===== config.mk =====
export PLATFORM = sky130hd
export DESIGN_NAME = pkt_ingress_ctrl
export DESIGN_NICKNAME = d
export VERILOG_FILES = /design/src/rtl/pkt_ingress_ctrl.sv
export SDC_FILE = /design/constraint.sdc
export NUM_CORES = 1
export LEC_CHECK = 0
export BUFFER_PORTS_ARGS = -buffer_cell sky130_fd_sc_hd__buf_2
export CORE_ASPECT_RATIO = 0.6
export CORE_MARGIN = 2
export CORE_UTILIZATION = 50
export DETAILED_ROUTE_END_ITERATION = 8
export GPL_TIMING_DRIVEN = 0
export PLACE_DENSITY_LB_ADDON = 0.08
export SLEW_MARGIN = 10
export SYNTH_ARGS = -nofsm -noshare
export SYNTH_HDL_FRONTEND = slang
export SYNTH_SLANG_ARGS = --single-unit

===== constraint.sdc =====
create_clock -name clk -period 3.17 [get_ports clk]
set_input_delay 0.634 -clock clk [delete_from_list [all_inputs] [get_ports clk]]
set_output_delay 0.634 -clock clk [all_outputs]
set_load 0.05 [all_outputs]

===== src/rtl/pkt_ingress_ctrl.sv =====
// Packet ingress controller: validates header length against the word stream,
// writes good packets to the buffer and rewinds bad ones with a drop pulse.
module pkt_ingress_ctrl #(
   parameter int DATA_WIDTH = 32,
   parameter int PCK_LEN    = 12,
   parameter int MIN_LEN    = 2,
   parameter int MAX_LEN    = 1024
) (
   input  logic                  clk,
   input  logic                  hw_rst,
   input  logic                  sw_rst,
   input  logic                  in_valid,
   input  logic                  in_sop,
   input  logic                  in_eop,
   input  logic [DATA_WIDTH-1:0] in_data,
   input  logic                  buffer_full,
   output logic                  wr_en,
   output logic [DATA_WIDTH-1:0] wr_data,
   output logic                  wr_eop,
   output logic                  pck_drop,
   output logic [PCK_LEN-1:0]    drop_count,
   output logic                  pkt_commit,
   output logic [15:0]           good_pkt_cnt,
   output logic [15:0]           drop_pkt_cnt
);

   typedef enum logic [1:0] {
      IDLE    = 2'd0,
      RECV    = 2'd1,
      DISCARD = 2'd2
   } state_t;

   state_t                state_q, state_d;
   logic [PCK_LEN-1:0]    len_q, len_d;
   logic [PCK_LEN-1:0]    cnt_q, cnt_d;
   logic                  wr_en_q, wr_en_d;
   logic [DATA_WIDTH-1:0] wr_data_q, wr_data_d;
   logic                  wr_eop_q, wr_eop_d;
   logic                  pck_drop_q, pck_drop_d;
   logic [PCK_LEN-1:0]    drop_count_q, drop_count_d;
   logic                  pkt_commit_q, pkt_commit_d;
   logic [15:0]           good_cnt_q, good_cnt_d;
   logic [15:0]           drop_cnt_q, drop_cnt_d;

   logic [PCK_LEN-1:0]    hdr_len;
   logic [PCK_LEN-1:0]    cnt_next;
   logic                  len_ok;
   logic                  good_inc;
   logic                  drop_inc;

   assign hdr_len  = in_data[PCK_LEN-1:0];
   assign cnt_next = cnt_q + PCK_LEN'(1);
   assign len_ok   = (32'(hdr_len) >= MIN_LEN) && (32'(hdr_len) <= MAX_LEN);

   always_comb begin
      state_d      = state_q;
      len_d        = len_q;
      cnt_d        = cnt_q;
      wr_en_d      = 1'b0;
      wr_data_d    = wr_data_q;
      wr_eop_d     = 1'b0;
      pck_drop_d   = 1'b0;
      drop_count_d = '0;
      pkt_commit_d = 1'b0;
      good_inc     = 1'b0;
      drop_inc     = 1'b0;

      if (in_valid) begin
         case (state_q)
            IDLE: begin
               if (in_sop) begin
                  // A lone header word can never satisfy MIN_LEN, so sop+eop is rejected here too.
                  if (!len_ok || buffer_full || in_eop) begin
                     drop_inc = 1'b1;
                     state_d  = in_eop ? IDLE : DISCARD;
                  end else begin
                     wr_en_d   = 1'b1;
                     wr_data_d = in_data;
                     len_d     = hdr_len;
                     cnt_d     = PCK_LEN'(1);
                     state_d   = RECV;
                  end
               end
            end
            RECV: begin
               if (buffer_full || in_sop) begin
                  pck_drop_d   = 1'b1;
                  drop_count_d = cnt_q;
                  drop_inc     = 1'b1;
                  state_d      = in_eop ? IDLE : DISCARD;
               end else if (cnt_next == len_q) begin
                  if (in_eop) begin
                     wr_en_d      = 1'b1;
                     wr_data_d    = in_data;
                     wr_eop_d     = 1'b1;
                     pkt_commit_d = 1'b1;
                     good_inc     = 1'b1;
                     state_d      = IDLE;
                  end else begin
                     // Length reached without eop: rewind now, swallow the tail.
                     pck_drop_d   = 1'b1;
                     drop_count_d = cnt_q;
                     drop_inc     = 1'b1;
                     state_d      = DISCARD;
                  end
               end else if (in_eop) begin
                  pck_drop_d   = 1'b1;
                  drop_count_d = cnt_q;
                  drop_inc     = 1'b1;
                  state_d      = IDLE;
               end else begin
                  wr_en_d   = 1'b1;
                  wr_data_d = in_data;
                  cnt_d     = cnt_next;
               end
            end
            DISCARD: begin
               if (in_eop) state_d = IDLE;
            end
            default: state_d = IDLE;
         endcase
      end

      good_cnt_d = (good_inc && !(&good_cnt_q)) ? good_cnt_q + 16'd1 : good_cnt_q;
      drop_cnt_d = (drop_inc && !(&drop_cnt_q)) ? drop_cnt_q + 16'd1 : drop_cnt_q;

      // Software reset wins over whatever word is on the input this cycle.
      if (sw_rst) begin
         state_d      = IDLE;
         len_d        = '0;
         cnt_d        = '0;
         wr_en_d      = 1'b0;
         wr_data_d    = '0;
         wr_eop_d     = 1'b0;
         pck_drop_d   = 1'b0;
         drop_count_d = '0;
         pkt_commit_d = 1'b0;
         good_cnt_d   = '0;
         drop_cnt_d   = '0;
      end
   end

   always_ff @(posedge clk or negedge hw_rst) begin
      if (!hw_rst) begin
         state_q      <= IDLE;
         len_q        <= '0;
         cnt_q        <= '0;
         wr_en_q      <= 1'b0;
         wr_data_q    <= '0;
         wr_eop_q     <= 1'b0;
         pck_drop_q   <= 1'b0;
         drop_count_q <= '0;
         pkt_commit_q <= 1'b0;
         good_cnt_q   <= '0;
         drop_cnt_q   <= '0;
      end else begin
         state_q      <= state_d;
         len_q        <= len_d;
         cnt_q        <= cnt_d;
         wr_en_q      <= wr_en_d;
         wr_data_q    <= wr_data_d;
         wr_eop_q     <= wr_eop_d;
         pck_drop_q   <= pck_drop_d;
         drop_count_q <= drop_count_d;
         pkt_commit_q <= pkt_commit_d;
         good_cnt_q   <= good_cnt_d;
         drop_cnt_q   <= drop_cnt_d;
      end
   end

   assign wr_en        = wr_en_q;
   assign wr_data      = wr_data_q;
   assign wr_eop       = wr_eop_q;
   assign pck_drop     = pck_drop_q;
   assign drop_count   = drop_count_q;
   assign pkt_commit   = pkt_commit_q;
   assign good_pkt_cnt = good_cnt_q;
   assign drop_pkt_cnt = drop_cnt_q;

endmodule


==> qor.csv <==
stage,metric,value,unit
outcome,status,finished with violations,
outcome,violations,negative setup slack,
cts,cts_tree,built,
setup_path,arrival,3390,ps
cts,htreeDepth,3,
cells_and_area,final_util,62.85,%
timing,period_minus_slack,3173,ps
logic_synthesis,syn_inst,810,
cts,clock-sinks,105,
logic_synthesis,synthesis.area,7289,µm²
logic_synthesis,netlist.area_leader.share,36.05,%
route,vias_per_cell,6.467,
global_routing,grt_pass1_wl,38410,µm
cts,cts_root_buffer,clkbuf_16,
timing,slew_headroom,36.77,%
global_routing,grt_max_degree,59,
timing,rsz0062_at_grt,true,
setup_path,slowest_delay,400,ps
logic_synthesis,yosysWarnings,0,
die,dieArea,15590,µm²
timing,fin_ws,-3.304,ps
cts,clk_latency,350,ps
logic_synthesis,synth.most_common_cell,dfrtp_1,
cells_and_area,area_growth,23.98,%
timing,clock_skew,7.745,ps
setup_path,cp_max_fo,8,
timing,setup_tns,-3.304,ps
route,ant_nets,0,
setup_path,crit_family,simple AND/OR/NAND/NOR gates,
timing,fmax,0.3151,GHz
setup_path,endpoint_kind,flop,
cells_and_area,num_antenna_cells,0,
logic_synthesis,synth.top_cells.by_area,"dfrtp_1 (36%), a2111o_1 (4.9%), a221o_1 (4.4%)",
cts,cts_buffer_depth,2,
setup_path,cp_cell_sequence,"buf_4, and3_1, clkbuf_4, a21oi_1, nand2b_1, nor4_2, nand2_1, nor2_4, ha_4, or3_4, o2111ai_4, o21ai_4, buf_6, nand4_1, xor2_1, nor2_1",
route,drc,0,
route,num_vias,7476,
global_routing,use_met1,46.71,%
setup_path,start_kind,flop,
cts,path_clk_slew,70,ps
cts,cts_buffers,9,
die,core_area,14380,µm²
setup_path,required,3390,ps
global_routing,grtUsageMet3,6.743,%
cts,hold_buffers,0,
min_path,min_path_type,in2async,
logic_synthesis,synth_common_cells,"dfrtp_1 (105), clkbuf_1 (63), o21ai_0 (42)",
cells_and_area,layout-drive-gt1-share,28.29,%
logic_synthesis,yosysSeqAreaShare,36.05,%
cells_and_area,nets,996,
timing,worstMarginPinSlew,924.6,ps
power,p_leak,4.073,nW
global_routing,grt_pass1_vias,7243,
power,total_power,0.003727,W
global_routing,overflow,0,
die,rows,34,
timing,hold_viol,0,
placement,hpwlAfterDp,17140,µm
die,die_w,159.9,µm
power,p_per_area,412.4,nW/µm²
global_routing,top_usage_layer,met1,
cells_and_area,n_fill_cell,1266,
logic_synthesis,synth_nets,853,
die,io_pins,119,
route,wirelength,24130,µm
setup_path,worstPathBufferInverterCount,3,
logic_synthesis,post_synth_num_cell_types,61,
route,wl_per_cell,20.87,µm
timing,finalSetupViolations,1,
route,first_pass_iters,5,
placement,io_buffer_count,118,
global_routing,met2_usage,43.82,%
logic_synthesis,synth_seq_cells,105,
cells_and_area,layout.cells.non_filler,1156,
route,drt_iter0_drc,736,
timing,slew_violations,0,
setup_path,critical_path_class,reg2reg,
die,die_h,97.53,µm
placement,post-place-cells,1127,
power,vdd_ir_drop_max,0.2545,mV
logic_synthesis,synth-edff-count,0,
job,drv_cap,0,
setup_path,slowest_stage,dfrtp_2,
logic_synthesis,synth_flop_cell,dfrtp_1,
global_routing,antenna_found_initial,0,
logic_synthesis,async_flop_share,100.0,%
logic_synthesis,synth.avg_cell_area,8.999,µm²
timing,period_share,100.1,%
global_routing,grt_usage,30.45,%
placement,place.gp.congestion,0.9300,
die,initial_core_util,50.70,%
logic_synthesis,synth_largest_area_cell,dfrtp_1,
kinds of logic after synthesis:
logic type / share of synthesized area (%)
and+or+nand+nor: 32.06
xor gates and xnor gates: 4.205
muxes: 0.8239
buffers and inverters: 5.321
AOI/OAI and AO/OA: 20.86
adders and majority gates: 0.6866
DFF: 36.05
through the flow:
step	hold slack, ps	setup slack (ps)	instance area (µm²)
final	221.2	-3.304	9037
after CTS	243.4	-35.48	8768
after global routing	250.2	-169.8	9037
after detailed placement	492.6	-811.2	8167
after floorplan	338.4	86.46	7295
after global placement	492.5	-780.3	8133
per-layer routing:
layer,routed length [µm],vias to the layer above,part of all wire [%]
li1,-,3370,-
met1,11320,3703,47
met2,10410,385,43
met3,2226,18,9.2
met4,176,0,0.73
met5,0,-,0
layout by cell type (no fill, tap or decap), types with 9 or more instances in the layout:
cell and count:
nand3_1 11, or3_1 38, nor3_1 38, a21oi_1 24, and3_1 38, clkbuf_16 9
xnor2_1 12, xor2_1 23, o21ai_0 41, clkbuf_1 51, or3b_2 32, a221o_1 32
buf_4 16, and4b_1 32, buf_2 126, a2111o_1 32, nand2_1 38, nor2_1 40
nand4_1 15, dfrtp_1 102, a22o_1 12, nand2b_1 36
sequential cells by signal (all words and copies together) (netlist names):
signal	count
wr_data	32
drop_pkt_cnt	16
good_pkt_cnt	16
cnt_q	12
drop_count	12
len_q	12
state_q	2
pck_drop	1
pkt_commit	1
wr_en	1
power by group:
group / internal, W / total [W] / switching [W]
clock network: 0.000646 / 0.00121 / 0.000559
registers: 0.00142 / 0.00150 / 0.0000794
logic: 0.000310 / 0.00103 / 0.000716
total: 0.00237 / 0.00373 / 0.00136
final timing paths:
kind	endpoint	cells after the start	slack, ps	start
hold / removal	wr_data[20]$_DFFE_PN0P_	1	220	hw_rst
setup reg to reg	drop_pkt_cnt[10]$_DFFE_PN0P_	16	-3	cnt_q[0]$_DFFE_PN0P_
setup / recovery	drop_pkt_cnt[10]$_DFFE_PN0P_	16	-3	cnt_q[0]$_DFFE_PN0P_
max in group asynchronous	drop_count[1]$_DFF_PN0_	2	2300	hw_rst
min in group clk	len_q[11]$_DFFE_PN0P_	1	510	len_q[11]$_DFFE_PN0P_
hold reg to reg	len_q[11]$_DFFE_PN0P_	1	510	len_q[11]$_DFFE_PN0P_
layout make-up:
| cell class | count | area (µm²) | area share (%) |
|---|---|---|---|
| well taps | 198 | 247.7 | 2.741 |
| plain buffers | 81 | 399.1 | 4.416 |
| multi-input cells | 613 | 4623 | 51.16 |
| clock inverters | 6 | 75.07 | 0.8307 |
| clock buffers | 10 | 239.0 | 2.644 |
| inverters | 7 | 26.28 | 0.2907 |
| repair buffers | 136 | 795.8 | 8.805 |
| flip-flops and latches | 105 | 2631 | 29.12 |
repair_timing:
| item | in CTS | in global routing |
|---|---|---|
| setup buffers | 8 | 8 |
| setup endpoints to repair | 90 | 76 |
| gates resized for setup | 47 | 61 |
| gates cloned | 1 | 0 |
| pin swaps | 3 | 17 |
| endpoints found under the hold margin | 0 | 0 |
No activity file was read; power rests on OpenSTA's default activity.
